--- src/rtl/pipe_ctrl.sv ---
// pipe_ctrl: hazard/sequencing controller driving pause/bubble lines for the
// IF/ID, ID/EX, EX/MEM, MEM/WB buffers and the PC, with saturating perf counters.
module pipe_ctrl #(
   parameter int RA         = 4,
   parameter int LOAD_STALL = 2,
   parameter int CW         = 16
) (
   input  logic          clk,
   input  logic          rst,
   input  logic [RA-1:0] id_rs1,
   input  logic [RA-1:0] id_rs2,
   input  logic          id_use1,
   input  logic          id_use2,
   input  logic [RA-1:0] ex_rd,
   input  logic          ex_mem_read,
   input  logic          ex_reg_write,
   input  logic          ex_branch_taken,
   input  logic          mem_busy,
   input  logic          halt,
   output logic          pause_pc,
   output logic          pause_ifid,
   output logic          pause_idex,
   output logic          pause_exmem,
   output logic          pause_memwb,
   output logic          bubble_ifid,
   output logic          bubble_idex,
   output logic          bubble_exmem,
   output logic          halted,
   output logic [CW-1:0] stall_cycles,
   output logic [CW-1:0] flush_count
);

   localparam logic [2:0] RUN    = 3'd0;
   localparam logic [2:0] LSTALL = 3'd1;
   localparam logic [2:0] FLUSH  = 3'd2;
   localparam logic [2:0] MWAIT  = 3'd3;
   localparam logic [2:0] HALT   = 3'd4;

   localparam int SW = (LOAD_STALL > 1) ? $clog2(LOAD_STALL) : 1;
   localparam logic [SW-1:0] STALL_LOAD = SW'(LOAD_STALL - 1);
   localparam logic [CW-1:0] CNT_MAX    = '1;

   logic [2:0]    state, state_nxt;
   logic [SW-1:0] cnt, cnt_nxt;
   logic          lu;
   logic          hold_front, hold_all, kill_front, kill_idex;
   logic          inc_stall, inc_flush;

   assign lu = ex_mem_read && ex_reg_write && (ex_rd != '0) &&
               (((ex_rd == id_rs1) && id_use1) || ((ex_rd == id_rs2) && id_use2));

   always_comb begin
      state_nxt  = state;
      cnt_nxt    = cnt;
      hold_front = 1'b0;
      hold_all   = 1'b0;
      kill_front = 1'b0;
      kill_idex  = 1'b0;
      inc_stall  = 1'b0;
      inc_flush  = 1'b0;
      case (state)
         LSTALL: begin
            inc_stall = 1'b1;
            if (mem_busy) begin
               hold_all = 1'b1;
            end else begin
               hold_front = 1'b1;
               cnt_nxt    = cnt - 1'b1;
               if (cnt_nxt == '0) state_nxt = RUN;
            end
         end
         FLUSH: begin
            if (mem_busy) begin
               hold_all  = 1'b1;
               inc_stall = 1'b1;
               state_nxt = MWAIT;
            end else begin
               state_nxt = RUN;
            end
         end
         HALT: hold_all = 1'b1;
         default: begin
            // RUN, and also MWAIT: while busy it matches RUN's busy arm, and the
            // cycle busy falls must already be evaluated as RUN.
            if (mem_busy) begin
               hold_all  = 1'b1;
               inc_stall = 1'b1;
               state_nxt = MWAIT;
            end else if (ex_branch_taken) begin
               kill_front = 1'b1;
               kill_idex  = 1'b1;
               inc_flush  = 1'b1;
               state_nxt  = FLUSH;
            end else if (halt) begin
               hold_all  = 1'b1;
               state_nxt = HALT;
            end else if (lu) begin
               hold_front = 1'b1;
               kill_idex  = 1'b1;
               inc_stall  = 1'b1;
               cnt_nxt    = STALL_LOAD;
               state_nxt  = (LOAD_STALL > 1) ? LSTALL : RUN;
            end else begin
               state_nxt = RUN;
            end
         end
      endcase
   end

   // Outputs are forced idle while reset is low regardless of inputs.
   assign pause_pc     = rst & (hold_all | hold_front);
   assign pause_ifid   = rst & (hold_all | hold_front);
   assign pause_idex   = rst & hold_all;
   assign pause_exmem  = rst & hold_all;
   assign pause_memwb  = rst & hold_all;
   assign bubble_ifid  = ~(rst & kill_front);
   assign bubble_idex  = ~(rst & kill_idex);
   assign bubble_exmem = 1'b1;
   assign halted       = (state == HALT);

   always_ff @(posedge clk or negedge rst) begin
      if (!rst) begin
         state        <= RUN;
         cnt          <= '0;
         stall_cycles <= '0;
         flush_count  <= '0;
      end else begin
         state <= state_nxt;
         cnt   <= cnt_nxt;
         if (inc_stall && (stall_cycles != CNT_MAX)) stall_cycles <= stall_cycles + 1'b1;
         if (inc_flush && (flush_count != CNT_MAX)) flush_count <= flush_count + 1'b1;
      end
   end

endmodule

--- config.mk ---
export PLATFORM = sky130hd
export DESIGN_NAME = pipe_ctrl
export DESIGN_NICKNAME = d
export VERILOG_FILES = /design/src/rtl/pipe_ctrl.sv
export SDC_FILE = /design/constraint.sdc
export NUM_CORES = 1
export LEC_CHECK = 0
export CAP_MARGIN = 10
export CORE_ASPECT_RATIO = 0.9
export CORE_MARGIN = 2
export CORE_UTILIZATION = 42
export DETAILED_ROUTE_END_ITERATION = 7
export GPL_TIMING_DRIVEN = 0
export PLACE_DENSITY = 0.75
export SYNTH_ARGS = -nofsm -noshare
export SYNTH_HDL_FRONTEND = slang
export SYNTH_SLANG_ARGS = --single-unit
--- constraint.sdc ---
create_clock -name clk -period 1.8 [get_ports clk]
set_input_delay 0.27 -clock clk [delete_from_list [all_inputs] [get_ports clk]]
set_output_delay 0.27 -clock clk [all_outputs]
set_load 0.05 [all_outputs]
==> impl_metrics.ini, run 1 <==
[status]
status = finished with violations
violations = negative setup slack

[routing]
routed_wirelength_um = 4970
via_per_inst = 5.18
drt_first_pass_iters = 4
drt_iter0_markers = 74
ant_nets = 0
drc = 0
wl_per_cell_um = 14.3
num_vias = 1809

[synthesis]
syn_area_per_cell_um2 = 10.1
syn-cell-area_um2 = 2010
ys_seq_area_share_pct = 44.8
synth_commonest_cells = dfrtp_1 (36), xor2_1 (23), nand2_1 (16), nor2_1 (16), xnor2_1 (16)
synthArstFlopShare_pct = 100
synth.most_common_cell = dfrtp_1
synthFlopType = dfrtp_1
synthCells = 200
syn-num-nets = 223
synthTopCellsByArea = dfrtp_1 (45%), xor2_1 (10%), xnor2_1 (7.0%)
synth-edff-count = 0
yosys.cell_types.count = 45
synth_top_area_cell = dfrtp_1
ys_ff_latch = 36
yosysTopAreaCellShare_pct = 44.8
ys_warn_count = 0

[job]
maxCapViolCount = 0

[global_routing]
grt_antenna_before_repair = 0
grt_pass1_vias = 1777
grt_pass1_wl_um = 8270
grt_max_degree = 41
track_usage_pct = 19.2
globalRoute.totalOverflow = 0

[timing]
setup_viol = 36
worstMarginPinSlew_ns = 0.835
rsz0062_at_grt = true
hold_violations = 0
fin_crit_sh_pct = 116
period_needed_ns = 2.08
max_clock_freq_mhz = 481
relSlewSlack_pct = 44.3
slew_viol_final = 0
setup_tns_ns = -4.34
finClkSkew_ns = 0.00836
layout_setup_ws_ns = -0.281

[layout]
n_fill_cell = 327
multi_input_area_um2 = 1370
fin_nets = 309
n_antenna_cell = 0
drive_gt1_share_pct = 42.2
syn2layout_area_growth_pct = 66.3
register_area_um2 = 931

[min_path]
worstHoldPathType = in2async

[placed_design]
hpwl_um = 3070
place_congestion = 0.767
portBuffers = 59
post-place-ws_ns = -1.21

[floorplan]
die_h_um = 69.6
floorplan.rows = 23
initial_core_util_pct = 44.5
ios = 62
coreArea_um2 = 4520
die_w_um = 76.9
fp.dieArea_um2 = 5360

[cts]
cts-root-buf = clkbuf_8
clock-sinks = 36
path_clk_slew_ns = 0.07
clock_path_buffers = 2
htree_num_levels = 2
cts_buffers = 5
cts_tree = done
clock_latency_ns = 0.29

[worst_setup_path]
cp_data_arrival_time_ns = 1.81
end_kind = output port
cp.required_ns = 1.53
cp_max_fo = 3
start_kind = register
crit_type = reg2out

[pwr]
p_leak_nw = 1.60
power.density_nw_per_um2 = 1220
ir_drop_mv = 1.01
## kinds of logic (layout without fill, tap and decap cells)
family	count (synthesis)	after routing	share of synthesized area, %
flip-flops	36	36	44.8
buffers and inverters	13	100	3.61
other	1	1	0.187
AND/OR/NAND/NOR	85	85	23.3
AO/OA/AOI/OAI	22	22	8.53
multiplexers	2	2	1.31
XOR/XNOR	39	39	17.0
adder cells (fa/ha/maj)	2	2	1.24
## what timing repair did
| action | 4_1_cts | 5_1_grt |
|---|---|---|
| gates resized for setup | 138 | 28 |
| hold buffers | 0 | 0 |
| pin swaps | 28 | 11 |
| gates cloned | 1 | 0 |
| setup buffers | 17 | 3 |
| setup endpoints to repair | 46 | 50 |
## sequential cells by signal, indices dropped and copies added, names as in the netlist
signal	flops
state	3
flush_count	16
stall_cycles	16
cnt	1
## report_power, final
group	switching, mW	internal [mW]	total [mW]
Combinational	1.29	0.892	2.18
Sequential	0.243	1.01	1.25
Clock	0.284	0.349	0.633
Total	1.82	2.25	4.06
## worst paths after layout
kind / cells past startpoint / to / slack, ns / start
max in group asynchronous: 1 / stall_cycles[7] / 1.14 / rst
worst max-delay path: 8 / pause_pc / -0.28 / state[0]
worst min register to register: 1 / stall_cycles[9] / 0.49 / stall_cycles[9]
worst min-delay path: 1 / stall_cycles[14] / 0.09 / rst
worst max register to register: 9 / flush_count[12] / -0.15 / state[0]
min in group clk: 2 / cnt / 0.45 / mem_busy
## critical path, cell delays in order, from the launching register on
cell and delay, ns:
dfrtp_1 0.40, clkbuf_8 0.15, xor2_1 0.16, o211ai_1 0.22
buf_4 0.16, a21oi_4 0.04, a21boi_4 0.14, buf_6 0.11
buf_8 0.13
## area by class of cell
cell class	count	area share (%)
inverter	4	0.449
sequential	36	27.8
clock buffer	8	2.99
timing repair buffer	80	23.2
buffer	8	2.21
tap	62	2.32
multi-input combinational	151	40.9
## layout by cell type (no fill, tap or decap), types with 2 or more instances in the layout
cell              n
buf_8             4
nor2_4            6
clkdlybuf4s50_1  11
nor3_4            2
clkbuf_8          8
dlygate4sd2_1    20
nor3_2            2
ha_4              2
xor2_1           23
a21oi_4           2
dlymetal6s2s_1   11
o21ai_0           3
a21oi_1           3
nand4_1           7
and3_4            3
nand2_1          16
nor2_2            2
buf_2             4
xnor2_1          14
dfrtp_2          24
nand3_1           5
buf_6            14
nand3_2           6
nand3_4           2
clkdlybuf4s15_1   3
nand2b_1          3
nor3_1            5
nor2_1            9
inv_1             4
buf_4            19
dfrtp_1          12
nor4_4            3
a211oi_1          2
clkbuf_1          2
## metal layers
metal / part of all wire (%) / wire [um] / vias to the layer above / GRT usage (%)
met5: 0 / 0 / - / 0
met4: 0.94 / 47 / 0 / 7.27
met3: 5.4 / 269 / 4 / 3.91
met2: 49 / 2460 / 62 / 32.3
met1: 44 / 2200 / 866 / 24.2
li1: - / - / 877 / -
## per-stage QoR
step / std cells / total power, mW / util, % / hold slack, ns / area [um2]
after floorplan: 200 / 2.54 / - / -0.0256 / 2190
after global placement: 321 / 3.04 / 63.3 / 0.465 / 2860
after detailed placement: 321 / 3.07 / 63.1 / 0.420 / 2850
after CTS: 346 / 3.99 / 71.1 / 0.107 / 3210
after global routing: 349 / 4.27 / 74.0 / 0.166 / 3340
final: 349 / 4.06 / 74.0 / 0.0854 / 3340
(Power assumes the default switching activity.)
==> inputs of run 2 (changes only) <==
--- a/config.mk
+++ b/config.mk
@@ -8,10 +8,13 @@
 export CAP_MARGIN = 10
 export CORE_ASPECT_RATIO = 0.9
 export CORE_MARGIN = 2
-export CORE_UTILIZATION = 42
+export CORE_UTILIZATION = 45
 export DETAILED_ROUTE_END_ITERATION = 7
+export DONT_BUFFER_PORTS = 1
 export GPL_TIMING_DRIVEN = 0
-export PLACE_DENSITY = 0.75
+export PLACE_DENSITY = 0.61
+export SETUP_SLACK_MARGIN = 0.2
+export SKIP_CTS_REPAIR_TIMING = 1
 export SYNTH_ARGS = -nofsm -noshare
 export SYNTH_HDL_FRONTEND = slang
 export SYNTH_SLANG_ARGS = --single-unit
==> run 2 against run 1 <==
  * Maximum frequency decreased by 9.8%
  * Routed wire length is 7.0% lower
  * Utilization decreased by 7.6 points
  * The flow still finishes with violations (negative setup slack)
  * Largest cell class unchanged
  * Clock-buffer cell count shrank 3
  * Hold slack gained 0.070 ns
  * Non-clock buffer count is 50 lower
  * Sequential power grew 38%
==> impl_metrics.ini, run 2 (synthesis results as in run 1) <==
[cts]
path_clk_slew_ns = 0.08
cts_tree = done
clock_path_buffers = 2
cts-root-buf = clkbuf_8
htree_num_levels = 2
clock-sinks = 36
cts_buffers = 5
clock_latency_ns = 0.29

[routing]
routed_wirelength_um = 4630
drt_first_pass_iters = 4
via_per_inst = 5.42
drt_iter0_markers = 50
num_vias = 1622
ant_nets = 0
wl_per_cell_um = 15.5
drc = 0

[floorplan]
coreArea_um2 = 4370
fp.dieArea_um2 = 5020
ios = 62
initial_core_util_pct = 46.0
floorplan.rows = 23
die_w_um = 74.5
die_h_um = 67.4

[timing]
relSlewSlack_pct = 57.5
max_clock_freq_mhz = 433
setup_viol = 37
fin_crit_sh_pct = 128
rsz0062_at_grt = true
period_needed_ns = 2.31
slew_viol_final = 0
finClkSkew_ns = 0.0155
hold_violations = 0
worstMarginPinSlew_ns = 0.637
holdWs_ns = 0.156
layout_setup_ws_ns = -0.507

[worst_setup_path]
cp.required_ns = 1.53
start_kind = register
crit_type = reg2out
cp_max_fo = 7
end_kind = output port
cp_data_arrival_time_ns = 2.04

[job]
maxCapViolCount = 0

[global_routing]
grt_pass1_vias = 1531
track_usage_pct = 17.6
grt_pass1_wl_um = 6810
globalRoute.totalOverflow = 0
grt_antenna_before_repair = 0
grt_max_degree = 41

[placed_design]
place_congestion = 0.908
portBuffers = 0
dp.cells = 262
hpwl_um = 3100

[min_path]
worstHoldPathType = in2reg

[layout]
fin_nets = 259
final_cell_mix = xor2_1 (23), dfrtp_2 (22), buf_4 (19)
n_antenna_cell = 0
syn2layout_area_growth_pct = 44.4
fin_cells = 299
mostFrequentLayoutCell = xor2_1
top_regs = flush_count: 16 flops, stall_cycles: 16 flops, state: 3 flops
drive_gt1_share_pct = 54.0
n_fill_cell = 358

[status]
status = finished with violations
violations = negative setup slack

[pwr]
p_leak_nw = 1.20
ir_drop_mv = 0.880
power.density_nw_per_um2 = 1300
power_mw = 3.77
-- run 2: final cells by class --
| type | count | area (um2) | share of cell area [%] |
|---|---|---|---|
| clock inverter | 3 | 18.8 | 0.647 |
| tap | 62 | 77.6 | 2.67 |
| inverter | 4 | 15.0 | 0.517 |
| buffer | 9 | 87.6 | 3.02 |
| clock buffer | 5 | 68.8 | 2.37 |
| multi-input combinational | 151 | 1420 | 48.8 |
| timing repair buffer | 29 | 274 | 9.44 |
| sequential | 36 | 943 | 32.5 |
-- run 2: critical path, stage by stage, from the launching register on --
cell and delay [ns]:
dfrtp_2 0.45, buf_6 0.14, xor2_1 0.17, o211ai_1 0.29, a21oi_2 0.08, a21boi_4 0.39, buf_6 0.22
-- run 2: worst paths after layout --
check,from,endpoint,slack (ns),cells past startpoint
worst max-delay path,state[0],pause_pc,-0.51,6
worst min-delay path,ex_branch_taken,state[1],0.16,2
worst max register to register,flush_count[5],flush_count[3],-0.35,7
worst min register to register,cnt,cnt,0.51,1
max in group asynchronous,rst,flush_count[4],1.15,2
min in group asynchronous,rst,flush_count[5],0.44,2
-- run 2: stage by stage --
stage	utilization [%]	cell area, um2	TNS, ns	worst slack (ns)
after floorplan	-	2310	-1.92	-0.136
after global placement	54.6	2390	-5.63	-0.290
after detailed placement	54.6	2390	-6.45	-0.329
after CTS	56.6	2480	-8.41	-0.586
after global routing	66.4	2900	-10.72	-0.560
final	66.4	2900	-7.72	-0.507
-- run 2: power breakdown --
| part | leakage (nW) | switching (mW) | internal (mW) |
|---|---|---|---|
| Combinational | 0.715 | 0.779 | 0.689 |
| Clock | 0.0479 | 0.304 | 0.270 |
| Sequential | 0.440 | 0.709 | 1.02 |
-- run 2: layer usage --
metal  track usage (%)  vias up  part of all wire [%]
met5                 0        -                     0
met4              4.91        0                   1.1
met3              5.67        7                   6.2
met2              28.5       58                    49
met1              22.8      788                    44
li1                  -      769                     -
==> inputs of run 3 (changes only) <==
--- a/config.mk
+++ b/config.mk
@@ -6,7 +6,7 @@
 export NUM_CORES = 1
 export LEC_CHECK = 0
 export CAP_MARGIN = 10
-export CORE_ASPECT_RATIO = 0.9
+export CORE_ASPECT_RATIO = 1.5
 export CORE_MARGIN = 2
 export CORE_UTILIZATION = 45
 export DETAILED_ROUTE_END_ITERATION = 7
==> run 3 against run 2 <==
  * The run ends with design-rule violations, negative setup slack left
  * Critical path depth unchanged
  * Clock-buffer cell count unchanged
  * Largest cell class unchanged
  * Utilization increased by 5.5 points
  * Register-to-register slack improved by 0.05 ns
  * Clock power rose by 25%
  * Sequential power barely moved
  * Die area is 0.20% higher
  * First-iteration DRC count increased by 36%
==> impl_metrics.ini, run 3 (synthesis results as in run 1) <==
[timing]
finClkSkew_ns = 0.00527
setup_viol = 40
period_needed_ns = 2.31
worstMarginPinSlew_ns = 0.648
fin_crit_sh_pct = 128
layout_setup_ws_ns = -0.507
rsz0062_at_grt = true
hold_violations = 0
slew_viol_final = 0
relSlewSlack_pct = 56.8
max_clock_freq_mhz = 434

[routing]
drc = 5
drt_first_pass_iters = 6
drt_iter0_markers = 68
ant_nets = 0
routed_wirelength_um = 5270
num_vias = 1692
via_per_inst = 5.85
wl_per_cell_um = 18.2

[worst_setup_path]
cp.required_ns = 1.53
cp_data_arrival_time_ns = 2.04
crit_type = reg2out
end_kind = output port
ff2ff_path_depth = 6
start_kind = register
cp_max_fo = 8

[placed_design]
dp.cells = 246
hpwl_um = 3210
dpl_cell_area_um2 = 2370
portBuffers = 0
place_congestion = 0.750

[cts]
clock_latency_ns = 0.29
path_clk_slew_ns = 0.08
cts_tree = done
cts_buffers = 5
clock-sinks = 36
htree_num_levels = 2
clock_path_buffers = 2
cts-root-buf = clkbuf_8

[floorplan]
initial_core_util_pct = 47.0
floorplan.rows = 29
ios = 62
die_w_um = 58.6
fp.dieArea_um2 = 5030
coreArea_um2 = 4280
die_h_um = 85.9

[layout]
n_antenna_cell = 0
n_fill_cell = 310
fin_nets = 265
final_cell_mix = buf_4 (25), xor2_1 (22), dfrtp_2 (22)
syn2layout_area_growth_pct = 53.0
mostFrequentLayoutCell = buf_4
fin_cells = 289
design_area_um2 = 3080
top_regs = flush_count: 16 flops, stall_cycles: 16 flops, state: 3 flops
drive_gt1_share_pct = 58.8

[status]
violations = design-rule violations, negative setup slack
status = finished with violations

[pwr]
ir_drop_mv = 1.17
power.density_nw_per_um2 = 1370
p_leak_nw = 1.27

[global_routing]
grt_antenna_before_repair = 0
track_usage_pct = 18.6
grt_max_degree = 41
grt_pass1_wl_um = 7370
grt_pass1_vias = 1568
globalRoute.totalOverflow = 0

[min_path]
hold_depth = 2
worstHoldPathType = in2reg

[job]
maxCapViolCount = 0
-- run 3: cell types whose count changed in the layout (fill, tap and decap cells not counted), moves of 3 or more --
cell | previous run | this run
buf_4 | 19 | 25
buf_6 | 14 | 10
buf_8 | 0 | 3
nor3_4 | 3 | 6
-- run 3: critical path: stages, from the launching register on --
cell	delay [ns]
dfrtp_2	0.46
buf_8	0.16
xor2_2	0.15
o211ai_1	0.28
a21oi_2	0.09
a21boi_4	0.39
buf_6	0.22
-- run 3: final timing paths --
path                            startpoint         endpoint  slack (ns)
hold reg to reg                        cnt              cnt        0.51
hold / removal             ex_branch_taken         state[1]        0.14
setup / recovery                  state[0]         pause_pc       -0.51
setup reg to reg            flush_count[5]  flush_count[15]       -0.30
min in group asynchronous              rst              cnt        0.45
max in group asynchronous              rst  stall_cycles[1]        1.13
-- run 3: cell type report --
cell class / instances / area [um2] / share of cell area [%]
Multi-Input combinational cell: 151 / 1500 / 48.8
Sequential cell: 36 / 943 / 30.7
Timing Repair Buffer: 35 / 338 / 11.0
Buffer: 9 / 106 / 3.46
Clock buffer: 5 / 68.8 / 2.24
Tap cell: 46 / 57.6 / 1.87
Clock inverter: 3 / 42.5 / 1.38
Inverter: 4 / 17.5 / 0.570
-- run 3: power by group --
group | internal, mW | switching [mW] | leakage, nW
sequential | 1.02 | 0.732 | 0.439
combinational | 0.873 | 0.884 | 0.776
clock | 0.410 | 0.305 | 0.0541
total | 2.30 | 1.92 | 1.27
-- run 3: per-layer routing --
metal	vias up	GRT usage (%)	routed length, um
met5	-	0	0
met4	0	6.20	99
met3	9	6.49	318
met2	66	32.3	2970
met1	844	20.8	1890
li1	773	-	-
-- run 3: through the flow --
step	power [mW]	hold slack [ns]	setup WS [ns]	util, %	TNS (ns)
after global routing	4.43	0.149	-0.576	71.8	-11.40
after floorplan	2.66	-0.0256	-0.136	-	-1.92
after detailed placement	2.86	-0.0248	-0.351	55.3	-6.99
final	4.22	0.141	-0.507	71.8	-8.25
after global placement	2.80	-0.0249	-0.332	55.3	-5.71
after CTS	3.58	-0.339	-0.628	57.9	-9.06
